**src/rtl/grad_central_diff.sv**
```systemverilog
// Central-difference gradient sequencer: drives the f(x) evaluator twice
// (at x+h and x-h) and forms (f(x+h) - f(x-h)) / (2h) as a shift.
module grad_central_diff #(
    parameter int FRAC_BITS = 8,
    parameter int H_SHIFT   = 4
) (
    input  logic               clk,
    input  logic               rst,
    input  logic               start_grad,
    input  logic signed [31:0] x_in,
    output logic signed [63:0] grad_out,
    output logic               grad_done,
    output logic               overflow,
    output logic               func_start,
    output logic signed [31:0] func_x,
    input  logic signed [63:0] func_y,
    input  logic               func_done,
    input  logic               func_ovf
);

    // h must be strictly finer than one integer unit so the shift is >= 0
    generate
        if (H_SHIFT < 0 || H_SHIFT > FRAC_BITS - 1) begin : g_bad_h
            $error("grad_central_diff: H_SHIFT must be in 0..FRAC_BITS-1");
        end
    endgenerate

    // (fp - fm) / (2h) in Q.FRAC_BITS == d << (FRAC_BITS - H_SHIFT - 1)
    localparam int          SH = FRAC_BITS - H_SHIFT - 1;
    localparam int          SW = 65 + SH;
    localparam logic [31:0] H  = 32'd1 << H_SHIFT;

    typedef enum logic [2:0] {
        IDLE, EVAL_P, REL_P, EVAL_M, REL_M, CALC, DONE
    } state_t;

    state_t             state_q, state_d;
    logic signed [31:0] xp_q, xp_d;
    logic signed [31:0] xm_q, xm_d;
    logic signed [63:0] fp_q, fp_d;
    logic signed [63:0] fm_q, fm_d;
    logic signed [63:0] grad_q, grad_d;
    logic               done_q, done_d;
    logic               ovf_q, ovf_d;
    logic               fstart_q, fstart_d;
    logic signed [31:0] fx_q, fx_d;

    logic signed [31:0] xp, xm;
    logic               ovf_xp, ovf_xm;
    logic signed [64:0] diff;
    logic signed [SW-1:0] diff_ext, diff_sh;
    logic               diff_fit, sh_fit;

    // Offset points and final difference, always computed; used by the FSM
    always_comb begin
        xp       = x_in + H;
        xm       = x_in - H;
        // h > 0: x+h can only wrap upward from non-negative, x-h downward from negative
        ovf_xp   = ~x_in[31] & xp[31];
        ovf_xm   = x_in[31] & ~xm[31];
        diff     = {fp_q[63], fp_q} - {fm_q[63], fm_q};
        diff_ext = SW'(diff);
        diff_sh  = diff_ext <<< SH;
        diff_fit = (diff[64] == diff[63]);
        sh_fit   = (&diff_sh[SW-1:63]) | ~(|diff_sh[SW-1:63]);
    end

    // Sequencer: next-state and next-value of every registered output
    always_comb begin
        state_d  = state_q;
        xp_d     = xp_q;
        xm_d     = xm_q;
        fp_d     = fp_q;
        fm_d     = fm_q;
        grad_d   = grad_q;
        done_d   = done_q;
        ovf_d    = ovf_q;
        fstart_d = fstart_q;
        fx_d     = fx_q;
        case (state_q)
            IDLE: begin
                done_d = 1'b0;
                if (start_grad) begin
                    xp_d     = xp;
                    xm_d     = xm;
                    ovf_d    = ovf_xp | ovf_xm;
                    fx_d     = xp;
                    fstart_d = 1'b1;
                    state_d  = EVAL_P;
                end
            end
            EVAL_P: begin
                if (func_done) begin
                    fp_d     = func_y;
                    ovf_d    = ovf_q | func_ovf;
                    fstart_d = 1'b0;
                    state_d  = REL_P;
                end
            end
            // Evaluator keeps done high briefly after start drops; wait it out
            // so the next start is never raised on top of a stale done.
            REL_P: begin
                if (!func_done) begin
                    fx_d     = xm_q;
                    fstart_d = 1'b1;
                    state_d  = EVAL_M;
                end
            end
            EVAL_M: begin
                if (func_done) begin
                    fm_d     = func_y;
                    ovf_d    = ovf_q | func_ovf;
                    fstart_d = 1'b0;
                    state_d  = REL_M;
                end
            end
            REL_M: begin
                if (!func_done) state_d = CALC;
            end
            CALC: begin
                grad_d  = diff_sh[63:0];
                ovf_d   = ovf_q | ~diff_fit | ~sh_fit;
                done_d  = 1'b1;
                state_d = DONE;
            end
            DONE: begin
                if (!start_grad) begin
                    done_d  = 1'b0;
                    state_d = IDLE;
                end
            end
            default: begin
                fstart_d = 1'b0;
                done_d   = 1'b0;
                state_d  = IDLE;
            end
        endcase
    end

    // State and datapath registers; reset drops the evaluator request at once
    always_ff @(posedge clk or posedge rst) begin
        if (rst) begin
            state_q  <= IDLE;
            xp_q     <= '0;
            xm_q     <= '0;
            fp_q     <= '0;
            fm_q     <= '0;
            grad_q   <= '0;
            done_q   <= 1'b0;
            ovf_q    <= 1'b0;
            fstart_q <= 1'b0;
            fx_q     <= '0;
        end else begin
            state_q  <= state_d;
            xp_q     <= xp_d;
            xm_q     <= xm_d;
            fp_q     <= fp_d;
            fm_q     <= fm_d;
            grad_q   <= grad_d;
            done_q   <= done_d;
            ovf_q    <= ovf_d;
            fstart_q <= fstart_d;
            fx_q     <= fx_d;
        end
    end

    assign grad_out   = grad_q;
    assign grad_done  = done_q;
    assign overflow   = ovf_q;
    assign func_start = fstart_q;
    assign func_x     = fx_q;

endmodule

```
**config.mk**
```make
export PLATFORM = sky130hd
export DESIGN_NAME = grad_central_diff
export DESIGN_NICKNAME = d
export VERILOG_FILES = /design/src/rtl/grad_central_diff.sv
export SDC_FILE = /design/constraint.sdc
export NUM_CORES = 1
export LEC_CHECK = 0
export CAP_MARGIN = 40
export CORE_ASPECT_RATIO = 1.5
export CORE_MARGIN = 5
export CORE_UTILIZATION = 30
export CTS_BUF_LIST = sky130_fd_sc_hd__clkbuf_8
export DETAILED_ROUTE_END_ITERATION = 6
export PLACE_DENSITY = 0.49
export SETUP_SLACK_MARGIN = 0.05
export SLEW_MARGIN = 0
export SYNTH_ARGS = -nofsm -noshare
export SYNTH_HDL_FRONTEND = slang
export SYNTH_SLANG_ARGS = --single-unit
```
**constraint.sdc**
```tcl
create_clock -name clk -period 10.6 [get_ports clk]
set_input_delay 1.06 -clock clk [delete_from_list [all_inputs] [get_ports clk]]
set_output_delay 1.06 -clock clk [all_outputs]
set_load 0.005 [all_outputs]
```
==> metrics.md <==
| Metric | Value |
|---|---|
| WL/cell | `17.7 µm` |
| DP HPWL | `33.6 mm` |
| Crit start category | `input port` |
| Vias | `12300` |
| Seq cells post-synth | `259` |
| Syn avg cell area | `9.21 µm²` |
| Comb power frac | `59.6%` |
| Row cnt | `100` |
| Antenna viol nets, final | `0` |
| Worst-Skew Late Latency | `570 ps` |
| Yosys warning total | `0` |
| Critical path type | `input port to register` |
| Fin crit period | `3920 ps` |
| RSZ-0062 raised after global routing | `false` |
| Crit path largest cell delay | `580 ps` |
| Iter 0 DRT Violations | `591` |
| Top_reg_cell synth | `dfrtp_1` |
| Htree depth | `2` |
| Synth area leaders | `dfrtp_1, mux2_2, o21ai_0` |
| Worst Tran Pin Value | `697 ps` |
| First-pass GRT wire length | `70.1 mm` |
| Global route overflow | `0` |
| Clk sinks | `259` |
| Setup Buffers After CTS | `0` |
| CTS Buf Count | `46` |
| EDFF count, synth | `0` |
| Worst relative slew slack | `53.2%` |
| Initial antenna violation count | `8` |
| Hold WC Path Type | `register to register` |
| Area of the multi-input gates | `7860 µm²` |
| TritonCTS clock tree | `done` |
| Top cell type's share of synthesized area | `43.1%` |
| VDD IR max | `0.126 mV` |
| Worst path top cell family by delay | `simple AND/OR/NAND/NOR gates` |
| Count of cell types in the netlist | `66` |
| Core ar. | `49700 µm²` |
| Vias per std cell | `4.90` |
| DR DRC count | `0` |
| Fmax | `0.255 GHz` |
| Nets | `1967` |
| Power Total | `6.77 mW` |
| Initial core utilization | `30.3%` |
| CP Cell Sequence | `clkdlybuf4s50_1 -> or3_4 -> or3_1 -> or3_1 -> or4_4 -> o31ai_4 -> a31oi_1 -> nand2b_1 -> o21bai_1 -> or4b_1 -> o211a_1` |
| Period Utilization, post-route | `37.0%` |
| Largest net degree at the start of global routing | `81` |
| CP max stage cell | `or4_4` |
| Status | `completed` |
| Area Overhead vs Synth | `24.3%` |
| Total wire length | `44.2 mm` |
| PortBufs | `196` |
| Seq. cell area | `6480 µm²` |
| Arrival time of the worst setup path | `4420 ps` |
| Skew final | `28.2 ps` |
| Clk slew on worst S/H paths | `60 ps` |
| Asr flop ratio synth | `100%` |
| CTS root buf | `clkbuf_8` |
| Final Hold Viols | `0` |
| Seq pwr share | `25.9%` |
| Leak | `8.07 nW` |
| Final setup viols | `0` |
| Most used cell, CP | `or3_1` |
| Fillers | `5089` |
| Full die area | `54800 µm²` |
| Synth area leader | `dfrtp_1` |
| I/O Pins | `200` |
| GP Congestion | `0.889` |
| Number of buffers on the longest clock path | `3` |
| Critical Path Fanout Max | `8` |
| Post-synthesis instance area | `15000 µm²` |
| Die H | `284 µm` |
| Switching portion of total power | `44.4%` |
| Post-cts sizing count | `0` |
| Layout cells sized above 1 | `12.5%` |
| Die Wd | `193 µm` |
| Pins Over Slew Limit | `0` |
| Pwr/cell area | `362 nW/µm²` |
| Vias in the first global route | `12800` |
| Max-Cap Viols | `0` |
| Crit end category | `register` |
| Final TNS setup | `0 ps` |
| Gr usage total | `16.0%` |
| Clk pwr share | `14.5%` |
| 1st-pass router iterations | `6` |
| Register area share after synthesis | `43.1%` |
| Switch Pwr | `3.01 mW` |
| P_int | `3.76 mW` |
| Worst path required time | `11090 ps` |
| Gate Count Post-Synth | `1633` |
| CP Buf/Inv Count | `1` |
| CTS Hold Bufs | `0` |
## metal layers
metal	vias to the layer above	routed length (µm)	track usage, %
met5	-	55	0
met4	8	936	4.19
met3	63	2670	4.16
met2	278	23200	29.4
met1	5888	17300	18.0
li1	6014	-	-
## worst paths after layout
path	start	endpoint	slack (ps)	depth (start not counted)
setup / recovery	x_in[10]	overflow	6680	11
hold / removal	xm_q[30]	xm_q[30]	470	2
setup reg to reg	fm_q[0]	overflow	6800	12
hold reg to reg	xm_q[30]	xm_q[30]	470	2
max in group asynchronous	rst	fp_q[14]	8360	5
min in group asynchronous	rst	fm_q[37]	910	2
## final cells by class
class	count	share of cell area (%)
multi-input cells	1188	42.0
flip-flops and latches	259	34.7
repair buffers	212	11.7
well taps	663	4.44
clock buffers	60	4.42
inverters	92	1.89
clock inverters	22	0.810
diodes	4	0.0536
## logic make-up after synthesis
logic type	after synthesis	synth area share, %
compound gates	406	15.8
xor+xnor	102	5.94
fa+ha+maj	67	5.62
buf+inv	188	4.83
flops	259	43.1
mux	136	10.1
other cells	1	0.0249
simple gates	474	14.6
## sequential cells by signal (all words and copies together) (netlist names)
| signal | flops |
|---|---|
| fm_q | 64 |
| fp_q | 64 |
| func_start | 1 |
| func_x | 32 |
| grad_done | 1 |
| grad_out | 61 |
| overflow | 1 |
| state_q | 3 |
| xm_q | 32 |
## power groups by stage
| stage | Clock, mW | Sequential (mW) | Combinational (mW) |
|---|---|---|---|
| floorplan | 0 | 1.70 | 2.72 |
| global placement | 0 | 1.75 | 4.04 |
| detailed placement | 0 | 1.77 | 4.07 |
| CTS | 1.03 | 1.76 | 4.09 |
| global route | 1.08 | 1.82 | 4.48 |
| finish | 0.980 | 1.75 | 4.03 |
## synthesized netlist by cell type, types with 16 or more instances
cell type    n
o21a_1      16
o21ai_0    192
clkbuf_1    87
nand4_1     30
a21o_1      22
or3_1       18
nor3_1      27
xor2_1      47
inv_1       92
a21oi_1     91
xnor2_1     55
nand3_1     27
ha_1        66
nor2_1      66
nand2_1    239
mux2_2     129
dfrtp_1    259
## metrics by stage
step           cell area, µm²  util [%]  hold slack, ps  cells  worst slack (ps)
2_1_floorplan           15000         -             445   1635              2410
3_3_place_gp            17600      35.4             457   2409              6220
3_5_place_dp            17700      35.6             465   2414              6150
4_1_cts                 18700      37.6             479   2496              6720
5_1_grt                 18700      37.6             493   2497              6520
6_report                18700      37.6             472   2500              6680
## worst register-to-register path, stage by stage, from the launching register on
cell,delay [ps]
dfrtp_1,380
ha_1,200
fa_1,400
nand2b_1,190
a21oi_1,290
o21bai_1,180
o211ai_1,200
nand3_1,290
o21a_1,330
a21o_1,220
a311oi_1,650
nand4_1,170
o211a_1,180
## cells in the final DEF (no fill, tap or decap), drive strengths merged, types with 7 or more instances in the layout
cell           count
o21bai            14
nand2b            11
nor2b              7
xnor2             55
o211ai            12
mux2             129
a21o              22
nor3              27
o31ai              7
a211oi            11
and3               9
and4               7
clkbuf            60
nand4             30
o21a              16
inv              105
nor2              66
mux2i              7
ha                66
or3               19
dfrtp            259
nand3             27
nand2            239
xor2              47
a21oi             91
a31oi             10
o21ai            192
buf               16
clkdlybuf4s50    196
nor4               7
No activity file was read; power rests on OpenSTA's default activity.
